`src/rtl/arb_pkg.sv`:
```
// Shared types and helpers for the round-robin hold arbiter.
//   arb_state_e : two-state FSM encoding (idle / grant active)
//   rot_mask()  : mask of bit positions strictly above a pointer (up to 32 clients)
package arb_pkg;

  typedef enum logic {
    ARB_IDLE  = 1'b0,
    ARB_GRANT = 1'b1
  } arb_state_e;

  // Bits strictly above ptr are set. ptr=31 yields an empty mask, which is
  // what makes selection fall back to the plain lowest-set-bit scan.
  function automatic logic [31:0] rot_mask(input logic [4:0] ptr);
    logic [32:0] bit_up;
    logic [32:0] below;
    bit_up = 33'd1 << ({1'b0, ptr} + 6'd1);
    below  = bit_up - 33'd1;
    return ~below[31:0];
  endfunction

endpackage

```
`src/rtl/find_first_set.sv`:
```
// Common priority scan: reports the lowest set bit of vec.
//   vec : input vector
//   idx : 1-based position of the lowest set bit, 0 when vec is all zero
module find_first_set #(
  parameter int W  = 8,
  parameter int OW = $clog2(W + 1)
) (
  input  logic [W-1:0]  vec,
  output logic [OW-1:0] idx
);

  // Scan high to low so the lowest set bit is the last writer.
  always_comb begin
    idx = '0;
    for (int i = W - 1; i >= 0; i--) begin
      if (vec[i]) idx = OW'(i + 1);
    end
  end

endmodule

```
`src/rtl/arbiter_rr_hold.sv`:
```
// Round-robin arbiter with grant hold. The owner keeps the grant until it
// acks, drops its request, or has held it for MAX_HOLD cycles (0 = no limit).
//   i_clk, i_rst_n : clock, synchronous active-low reset
//   i_req          : per-client level requests
//   i_ack          : owner's transaction-complete strobe
//   o_grant        : registered one-hot grant
//   o_grant_id     : registered binary index of the owner
//   o_grant_valid  : a grant is active
//   o_timeout      : pulse in the cycle a grant is force-released by the hold limit
module arbiter_rr_hold
  import arb_pkg::*;
#(
  parameter int CLIENTS  = 8,
  parameter int MAX_HOLD = 16,
  parameter int IDW      = $clog2(CLIENTS)
) (
  input  logic               i_clk,
  input  logic               i_rst_n,
  input  logic [CLIENTS-1:0] i_req,
  input  logic               i_ack,
  output logic [CLIENTS-1:0] o_grant,
  output logic [IDW-1:0]     o_grant_id,
  output logic               o_grant_valid,
  output logic               o_timeout
);

  localparam int FW        = $clog2(CLIENTS + 1);
  localparam int CW        = (MAX_HOLD > 0) ? $clog2(MAX_HOLD + 1) : 1;
  localparam int HOLD_LAST = (MAX_HOLD > 0) ? MAX_HOLD - 1 : 0;
  localparam int CNT_MAX   = (MAX_HOLD > 0) ? MAX_HOLD : 1;

  arb_state_e         state_q, state_d;
  logic [IDW-1:0]     id_q, id_d, last_q, last_d, sel_ptr, win;
  logic [CW-1:0]      cnt_q, cnt_d;
  logic [CLIENTS-1:0] mask, masked, grant_q, grant_d;
  logic [FW-1:0]      ffs_m, ffs_u, win_1b;
  logic               has_win, rel_ack, rel_drop, rel_to;

  // While granted, the only time selection matters is on release, when the
  // pointer becomes the current owner; using id_q directly lets the next
  // winner be chosen in the same cycle with the owner at lowest priority.
  assign sel_ptr = (state_q == ARB_GRANT) ? id_q : last_q;
  assign mask    = CLIENTS'(rot_mask(5'(sel_ptr)));
  assign masked  = i_req & mask;

  find_first_set #(.W(CLIENTS), .OW(FW)) u_ffs_masked (.vec(masked), .idx(ffs_m));
  find_first_set #(.W(CLIENTS), .OW(FW)) u_ffs_all    (.vec(i_req),  .idx(ffs_u));

  assign win_1b  = (ffs_m != '0) ? ffs_m : ffs_u;
  assign win     = IDW'(win_1b - FW'(1));
  assign has_win = |i_req;

  assign rel_ack  = i_ack;
  assign rel_drop = ~i_req[id_q];
  assign rel_to   = (MAX_HOLD > 0) && (cnt_q == CW'(HOLD_LAST));

  always_comb begin
    state_d   = state_q;
    id_d      = id_q;
    last_d    = last_q;
    cnt_d     = cnt_q;
    o_timeout = 1'b0;
    case (state_q)
      ARB_IDLE: begin
        if (has_win) begin
          state_d = ARB_GRANT;
          id_d    = win;
          cnt_d   = '0;
        end
      end
      ARB_GRANT: begin
        if (rel_ack || rel_drop || rel_to) begin
          last_d    = id_q;
          // Timeout is reported only when it is the sole reason for release.
          o_timeout = rel_to && !rel_ack && !rel_drop;
          if (has_win) begin
            id_d  = win;
            cnt_d = '0;
          end else begin
            state_d = ARB_IDLE;
          end
        end else if (cnt_q != CW'(CNT_MAX)) begin
          cnt_d = cnt_q + CW'(1);
        end
      end
      default: state_d = ARB_IDLE;
    endcase
    grant_d = '0;
    if (state_d == ARB_GRANT) grant_d[id_d] = 1'b1;
  end

  always_ff @(posedge i_clk) begin
    if (!i_rst_n) begin
      state_q <= ARB_IDLE;
      id_q    <= '0;
      last_q  <= IDW'(CLIENTS - 1);
      cnt_q   <= '0;
      grant_q <= '0;
    end else begin
      state_q <= state_d;
      id_q    <= id_d;
      last_q  <= last_d;
      cnt_q   <= cnt_d;
      grant_q <= grant_d;
    end
  end

  assign o_grant       = grant_q;
  assign o_grant_id    = id_q;
  assign o_grant_valid = (state_q == ARB_GRANT);

endmodule

```
`config.mk`:
```
export PLATFORM = sky130hd
export DESIGN_NAME = arbiter_rr_hold
export DESIGN_NICKNAME = d
export VERILOG_FILES = /design/src/rtl/arb_pkg.sv /design/src/rtl/find_first_set.sv /design/src/rtl/arbiter_rr_hold.sv
export SDC_FILE = /design/constraint.sdc
export NUM_CORES = 1
export LEC_CHECK = 0
export CORE_MARGIN = 5
export CORE_UTILIZATION = 26
export DETAILED_ROUTE_END_ITERATION = 7
export GPL_TIMING_DRIVEN = 0
export SLEW_MARGIN = 10
export SYNTH_ARGS = -nofsm -noshare
export SYNTH_HDL_FRONTEND = slang
export SYNTH_SLANG_ARGS = --single-unit
export TNS_END_PERCENT = 100
```
`constraint.sdc`:
```
create_clock -name i_clk -period 3.1 [get_ports i_clk]
set_input_delay 0.465 -clock i_clk [delete_from_list [all_inputs] [get_ports i_clk]]
set_output_delay 0.465 -clock i_clk [all_outputs]
set_load 0.05 [all_outputs]
```
==> results.md, run 1 <==
- Most frequent cell after synthesis: dfxtp_1
- Die width: 81.2 um
- Max-Cap Viols: 0
- Area Overhead vs Synth: 43.8%
- Synthesized instance count: 155
- #FFs+latches synth: 20
- Slew Viols, Final: 0
- Pin count of the biggest net entering global routing: 13
- Post-Route WL: 3.28 mm
- Detailed placer's ending HPWL: 2.39 mm
- PnR Total Power: 1.48 mW
- Via count: 1,237
- Final Instance Area: 1900 sq um
- Endpoints failing setup: 0
- Antenna cells: 0
- CTS max path bufs: 2
- First-pass GRT wire length: 5.24 mm
- Synth top cells by count: 20 x dfxtp_1, 14 x nand2_1, 9 x inv_1, 9 x nor2_1, 8 x a21oi_1
- Setup crit start kind: flip-flop
- Post-synth EDFFs: 0
- Clock transition at path regs: 0.07 ns
- Die extent in y: 81.2 um
- Primary FF master, synth: dfxtp_1
- Row cnt: 26
- Worst Hold Class: reg2reg
- Worst path cell trace: buf_6 > nor3_4 > o21ai_2 > ha_4 > o211ai_1 > o311ai_4 > nor4b_4 > nor2_1 > ha_2 > inv_2 > nor3b_2 > a21oi_2 > or3b_4 > nor3b_2
- Largest cells by area after synthesis: dfxtp_1 30%, mux2i_1 5.3%, ha_1 4.7%
- Synth warn: 0
- Slowest-stage cell, CP: or3b_4
- Compound-Gate Fraction of Synth Area: 0.179
- Main combinational cell family by area after synthesis: simple AND/OR/NAND/NOR gates
- Starting density of the core: 0.263
- Initial antenna violation count: 0
- VDD IR max: 0.248 mV
- Minimum clock period: 3.00 ns
- Endpoints failing hold: 0
- I/O Buffers: 23
- Final Util: 0.379
- RePlAce Congestion: 0.765
- Worst path required time: 3.23 ns
- DRT iter0 DRCs: 39
- Crit. End Element: flip-flop
- Clock latency on the worst-skew pair: 0.26 ns
- Yosys top cell by area: dfxtp_1
- DR pass1 iterations: 4
- Setup TNS Final: 0 ns
- I/O pins: 24
- CTS Buf Count: 3
- Max Fclk: 334 MHz
- Hold Path Depth: 2
- Register area share after synthesis: 0.304
- Synth top area share: 0.304
- CTS tree: done
- Vias in the first global route: 1,152
- Crit path DAT: 3.12 ns
- CTS Hold Bufs: 0
- Adder-Cell Fraction of Synth Area: 0.0474
- Grt ovf: 0
- Total die area: 6600 sq um
- Htree depth: 1
- Cell area after synthesis: 1320 sq um
- Syn nets: 171
- Wire per inst: 12.9 um
- Share of cells above drive strength 1: 0.250
- Dpl cell area: 1660 sq um
- CP Class: reg2reg
- Num Clock Sinks: 20
- Slew @ Worst Pin: 0.642 ns
- Worst Skew: 0.00174 ns
- Syn_area_per_cell: 8.51 sq um
- Slowest stage delay, CP: 0.42 ns
- Xor/xnor share of the synthesized area: 0
- Mux cell area share after synthesis: 0.106
- Std-Cell Core Area: 5010 sq um
- Unrepaired setup endpoints after global routing: yes
- Fillers: 537
- Final period utilization: 0.967
- Routed vias/inst: 4.87
- Distinct cells, synth: 48
- Antenna Nets Post-Route: 0
- Post-synthesis simple-gate area fraction: 0.302
- Post-synth ARST share: 0
- CTS root buffer: clkbuf_8
- Worst R2R Path Depth: 14
- Worst Path Max Fanout: 7
- Total track usage: 0.100
- CP dominant cell by count: nor3b_2
- Post-route DRC: 0
- Max transition margin: 0.569
- Leakage: 0.698 nW
- Status: complete, no violations
- PwrDens: 780 nW/um^2
- Total Nets Final: 201
## state kept, by name (all words and copies together), names as in the netlist
name           count
o_grant_valid      1
o_grant_id         3
cnt_q              5
o_grant            8
last_q             3
## area by class of cell
type	instances	area, sq um	area share
clock buffers	4	66.3	0.0350
multi-input cells	120	1020	0.536
flip-flops and latches	20	408	0.215
repair buffers	28	270	0.142
inverters	9	33.8	0.0178
well taps	70	87.6	0.0462
plain buffers	3	15.0	0.00792
## metal layers
layer	share of wire	up-vias	routed length, um	GRT usage
met5	0	-	0	0
met4	0.0055	0	18	0.0321
met3	0.024	4	79	0.0233
met2	0.54	8	1770	0.185
met1	0.43	603	1410	0.114
li1	-	622	-	-
## placed cells by master, fill, tap and decap left out, types with 3 or more instances in the layout
cell	synthesis	layout
nor4_1	3	3
ha_1	5	3
and2_1	6	6
mux2i_1	7	6
nand2_1	14	14
o21ai_0	7	6
buf_4	0	5
clkbuf_8	0	3
nor3b_2	2	5
nor3_1	6	4
a21oi_2	0	4
inv_1	9	8
dfxtp_1	20	16
nand3_1	4	4
dfxtp_2	0	3
a21oi_1	8	4
clkdlybuf4s50_1	0	22
o21a_1	5	5
nor3b_1	6	3
nor2_1	9	9
## through the flow
stage	hold WS (ns)	std cells	setup slack, ns
2_1_floorplan	0.493	155	0.0183
3_3_place_gp	0.520	248	-0.183
3_5_place_dp	0.529	248	-0.228
4_1_cts	0.546	254	0.00285
5_1_grt	0.634	254	-0.0464
6_report	0.567	254	0.102
## repair_timing
action | in CTS | in global routing
endpoints found under the setup margin | 10 | 9
pin swaps | 1 | 10
gates resized for setup | 8 | 27
buffers inserted | 2 | 3
cloned | 0 | 1
## report_power, final
part           internal (mW)  switching, mW
clock                  0.140         0.0864
sequential             0.321         0.0840
combinational          0.369          0.481
total                  0.829          0.651
## cells by family after synthesis
| family | count (synthesis) |
|---|---|
| compound gates | 35 |
| fa+ha+maj | 5 |
| buf+inv | 16 |
| flops | 20 |
| mux | 11 |
| other cells | 1 |
| simple gates | 67 |
## critical path, delay by kind of cell, from the launching register on
family,cells,cell delay (ns)
simple gates,6,1.21
buf+inv,2,0.19
fa+ha+maj,2,0.41
compound gates,4,0.69
flops,1,0.38
## path summary, 6_finish.rpt
path	startpoint	end	slack [ns]
setup reg to reg	o_grant_valid	o_grant[4]	0.10
setup / recovery	o_grant_valid	o_grant[4]	0.10
hold / removal	cnt_q[2]	cnt_q[2]	0.57
hold reg to reg	cnt_q[2]	cnt_q[2]	0.57
No activity file was read; power rests on OpenSTA's default activity.
==> inputs of run 2 (changes only) <==
==> constraint.sdc (replaced) <==
create_clock -name i_clk -period 3.1 [get_ports i_clk]
set_input_delay 0.465 -clock i_clk [delete_from_list [all_inputs] [get_ports i_clk]]
set_output_delay 0.465 -clock i_clk [all_outputs]
set_load 0.02 [all_outputs]
==> results.md, run 2 (synthesis gave the netlist of run 1 again) <==
- Status: complete, no violations
- Finished Layout Cells: 259 (+2.0%)
- Htree depth: 1 (unchanged)
- Grt ovf: 0 (unchanged)
- Total die area: 6600 sq um (unchanged)
- Max Fclk: 324 MHz (-2.9%)
- Post-route DRC: 0 (unchanged)
- DR pass1 iterations: 4 (unchanged)
- Reg2reg start: o_grant_valid
- Unrepaired setup endpoints after global routing: yes
- CP Class: reg2reg
- CTS root buffer: clkbuf_8
- Fillers: 522 (-2.8%)
- Sequential cell area: 402 sq um (-1.5%)
- Setup crit start kind: flip-flop
- VDD IR max: 0.242 mV (-2.2%)
- Slowest-stage cell, CP: or3b_1
- Worst path cell trace: buf_8 > mux2i_4 > o21ai_1 > ha_2 > o211ai_1 > o31ai_4 > o311a_1 > nor2_1 > ha_2 > nor3_2 > a21oi_1 > or3b_1 > buf_6 > nor3b_1
- Max-Cap Viols: 0 (unchanged)
- WP buf/inv: 2 (unchanged)
- Share of cells above drive strength 1: 0.206 (-0.0437)
- Vias in the first global route: 1,157 (+0.43%)
- PnR Total Power: 1.39 mW (-6.2%)
- Post-Route WL: 3.21 mm (-2.1%)
- Routed vias/inst: 4.65 (-4.5%)
- Final Instance Area: 1890 sq um (-0.40%)
- Antenna cells: 0 (unchanged)
- Max transition margin: 0.564 (-0.00550)
- Initial antenna violation count: 0 (unchanged)
- Total track usage: 0.102 (+0.00136)
- DRT iter0 DRCs: 69 (+77%)
- Hold wc startpoint: cnt_q[2]
- Dpl cell area: 1660 sq um (-0.30%)
- Die width: 81.2 um (unchanged)
- Cells after DPL: 248 (unchanged)
- RePlAce Congestion: 0.806 (+5.3%)
- Commonest non-fill, non-tap cell in the layout: clkdlybuf4s50_1
- I/O Buffers: 23 (unchanged)
- CTS Buf Count: 3 (unchanged)
- CTS tree: done
- Minimum clock period: 3.09 ns (+0.0884 ns)
- Std-Cell Core Area: 5010 sq um (unchanged)
- Pin count of the biggest net entering global routing: 13 (unchanged)
- Leakage: 0.713 nW (+2.2%)
- Worst path required time: 3.23 ns (about the same)
- Flip-flop count of the largest register after layout: 8 (unchanged)
- Detailed placer's ending HPWL: 2.39 mm (+0.18%)
- Wire per inst: 12.4 um (-4.0%)
- PwrDens: 735 nW/um^2 (-5.8%)
- I/O pins: 24 (unchanged)
- Via count: 1,205 (-2.6%)
- Worst Hold Class: reg2reg
- Crit path DAT: 3.21 ns (+0.09 ns)
- CP Launch Point: o_grant_valid
- CTS max path bufs: 2 (unchanged)
- Endpoints failing hold: 0 (unchanged)
- Total Nets Final: 206 (+2.5%)
- Slew Viols, Final: 0 (unchanged)
- Die extent in y: 81.2 um (unchanged)
- Worst Path Max Fanout: 9 (+2)
- Num Clock Sinks: 20 (unchanged)
- Row cnt: 26 (unchanged)
- CP dominant cell by count: ha_2
- Clock transition at path regs: 0.08 ns (about the same)
- Endpoints failing setup: 0 (unchanged)
- First-pass GRT wire length: 5.35 mm (+2.2%)
- Multi-input logic area: 956 sq um (-5.9%)
- Commonest cells after routing, fill and taps aside: 23 x clkdlybuf4s50_1, 19 x dfxtp_1, 14 x nand2_1, 9 x inv_1, 9 x nor2_1
- Setup TNS Final: 0 ns (unchanged)
- Delay-heaviest family, CP: compound AO/OA/AOI/OAI gates
- Antenna Nets Post-Route: 0 (unchanged)
- Starting density of the core: 0.263 (unchanged)
- Crit. End Element: flip-flop
- Clock latency on the worst-skew pair: 0.26 ns (about the same)
- Worst Skew: 0.00742 ns (+0.00568 ns)
- Slowest stage delay, CP: 0.38 ns (-0.04 ns)
- Final period utilization: 0.996 (+0.0285)
- Slew @ Worst Pin: 0.649 ns (+0.00657 ns)
- Area Overhead vs Synth: 43.3%
==> run 2: cell count changes in the layout (fill, tap and decap cells not counted), sizes merged <==
cell,previous run,this run
bufinv,0,1
buf,6,10
dlygate4sd2,1,0
clkbuf,6,7
clkdlybuf4s50,22,23
or3b,2,1
==> run 2: timing repair <==
item | CTS | global route
buffers inserted | 2 | 5
resized for setup | 7 | 16
pin swaps | 2 | 4
hold buffers | 0 | 0
setup endpoints to repair | 9 | 9
==> run 2: final timing paths <==
| check | slack [ns] | endpoint | cells after the start |
|---|---|---|---|
| min | 0.57 | cnt_q[2] | 2 |
| max | 0.01 | o_grant[4] | 14 |
| min reg2reg | 0.57 | cnt_q[2] | 2 |
| max reg2reg | 0.01 | o_grant[4] | 14 |
==> run 2: tightest hold or removal path: cells and delay by family, from the launching register on <==
family	cells	cell delay, ns
flops	1	0.35
compound gates	1	0.13
simple gates	1	0.05
==> run 2: layout make-up <==
cell class                      count  area share
Buffer                              7      0.0298
Clock buffer                        3      0.0219
Clock inverter                      1      0.0159
Inverter                            9      0.0179
Multi-Input combinational cell    119       0.506
Sequential cell                    20       0.213
Tap cell                           70      0.0464
Timing Repair Buffer               30       0.150
==> run 2: where the power goes <==
part           total (mW)  leakage [nW]  switching, mW  internal [mW]
logic               0.772         0.514          0.391          0.381
clock network       0.257        0.0357         0.0847          0.172
registers           0.360         0.164         0.0432          0.317
total                1.39         0.713          0.518          0.870
==> run 2: stage by stage <==
stage | hold slack, ns | utilization | worst slack [ns]
CTS | 0.567 | 0.354 | 0.0162
floorplan | 0.493 | - | 0.0170
finish | 0.574 | 0.377 | 0.0138
global placement | 0.532 | 0.330 | -0.259
global route | 0.640 | 0.377 | -0.121
detailed placement | 0.538 | 0.330 | -0.270
==> run 2: routing by layer <==
metal / vias up / routed length (um) / track usage
met3: 0 / 117 / 0.0255
met4: 0 / 0 / 0.0236
met5: - / 0 / 0
met1: 565 / 1490 / 0.123
met2: 11 / 1610 / 0.180
li1: 629 / - / -
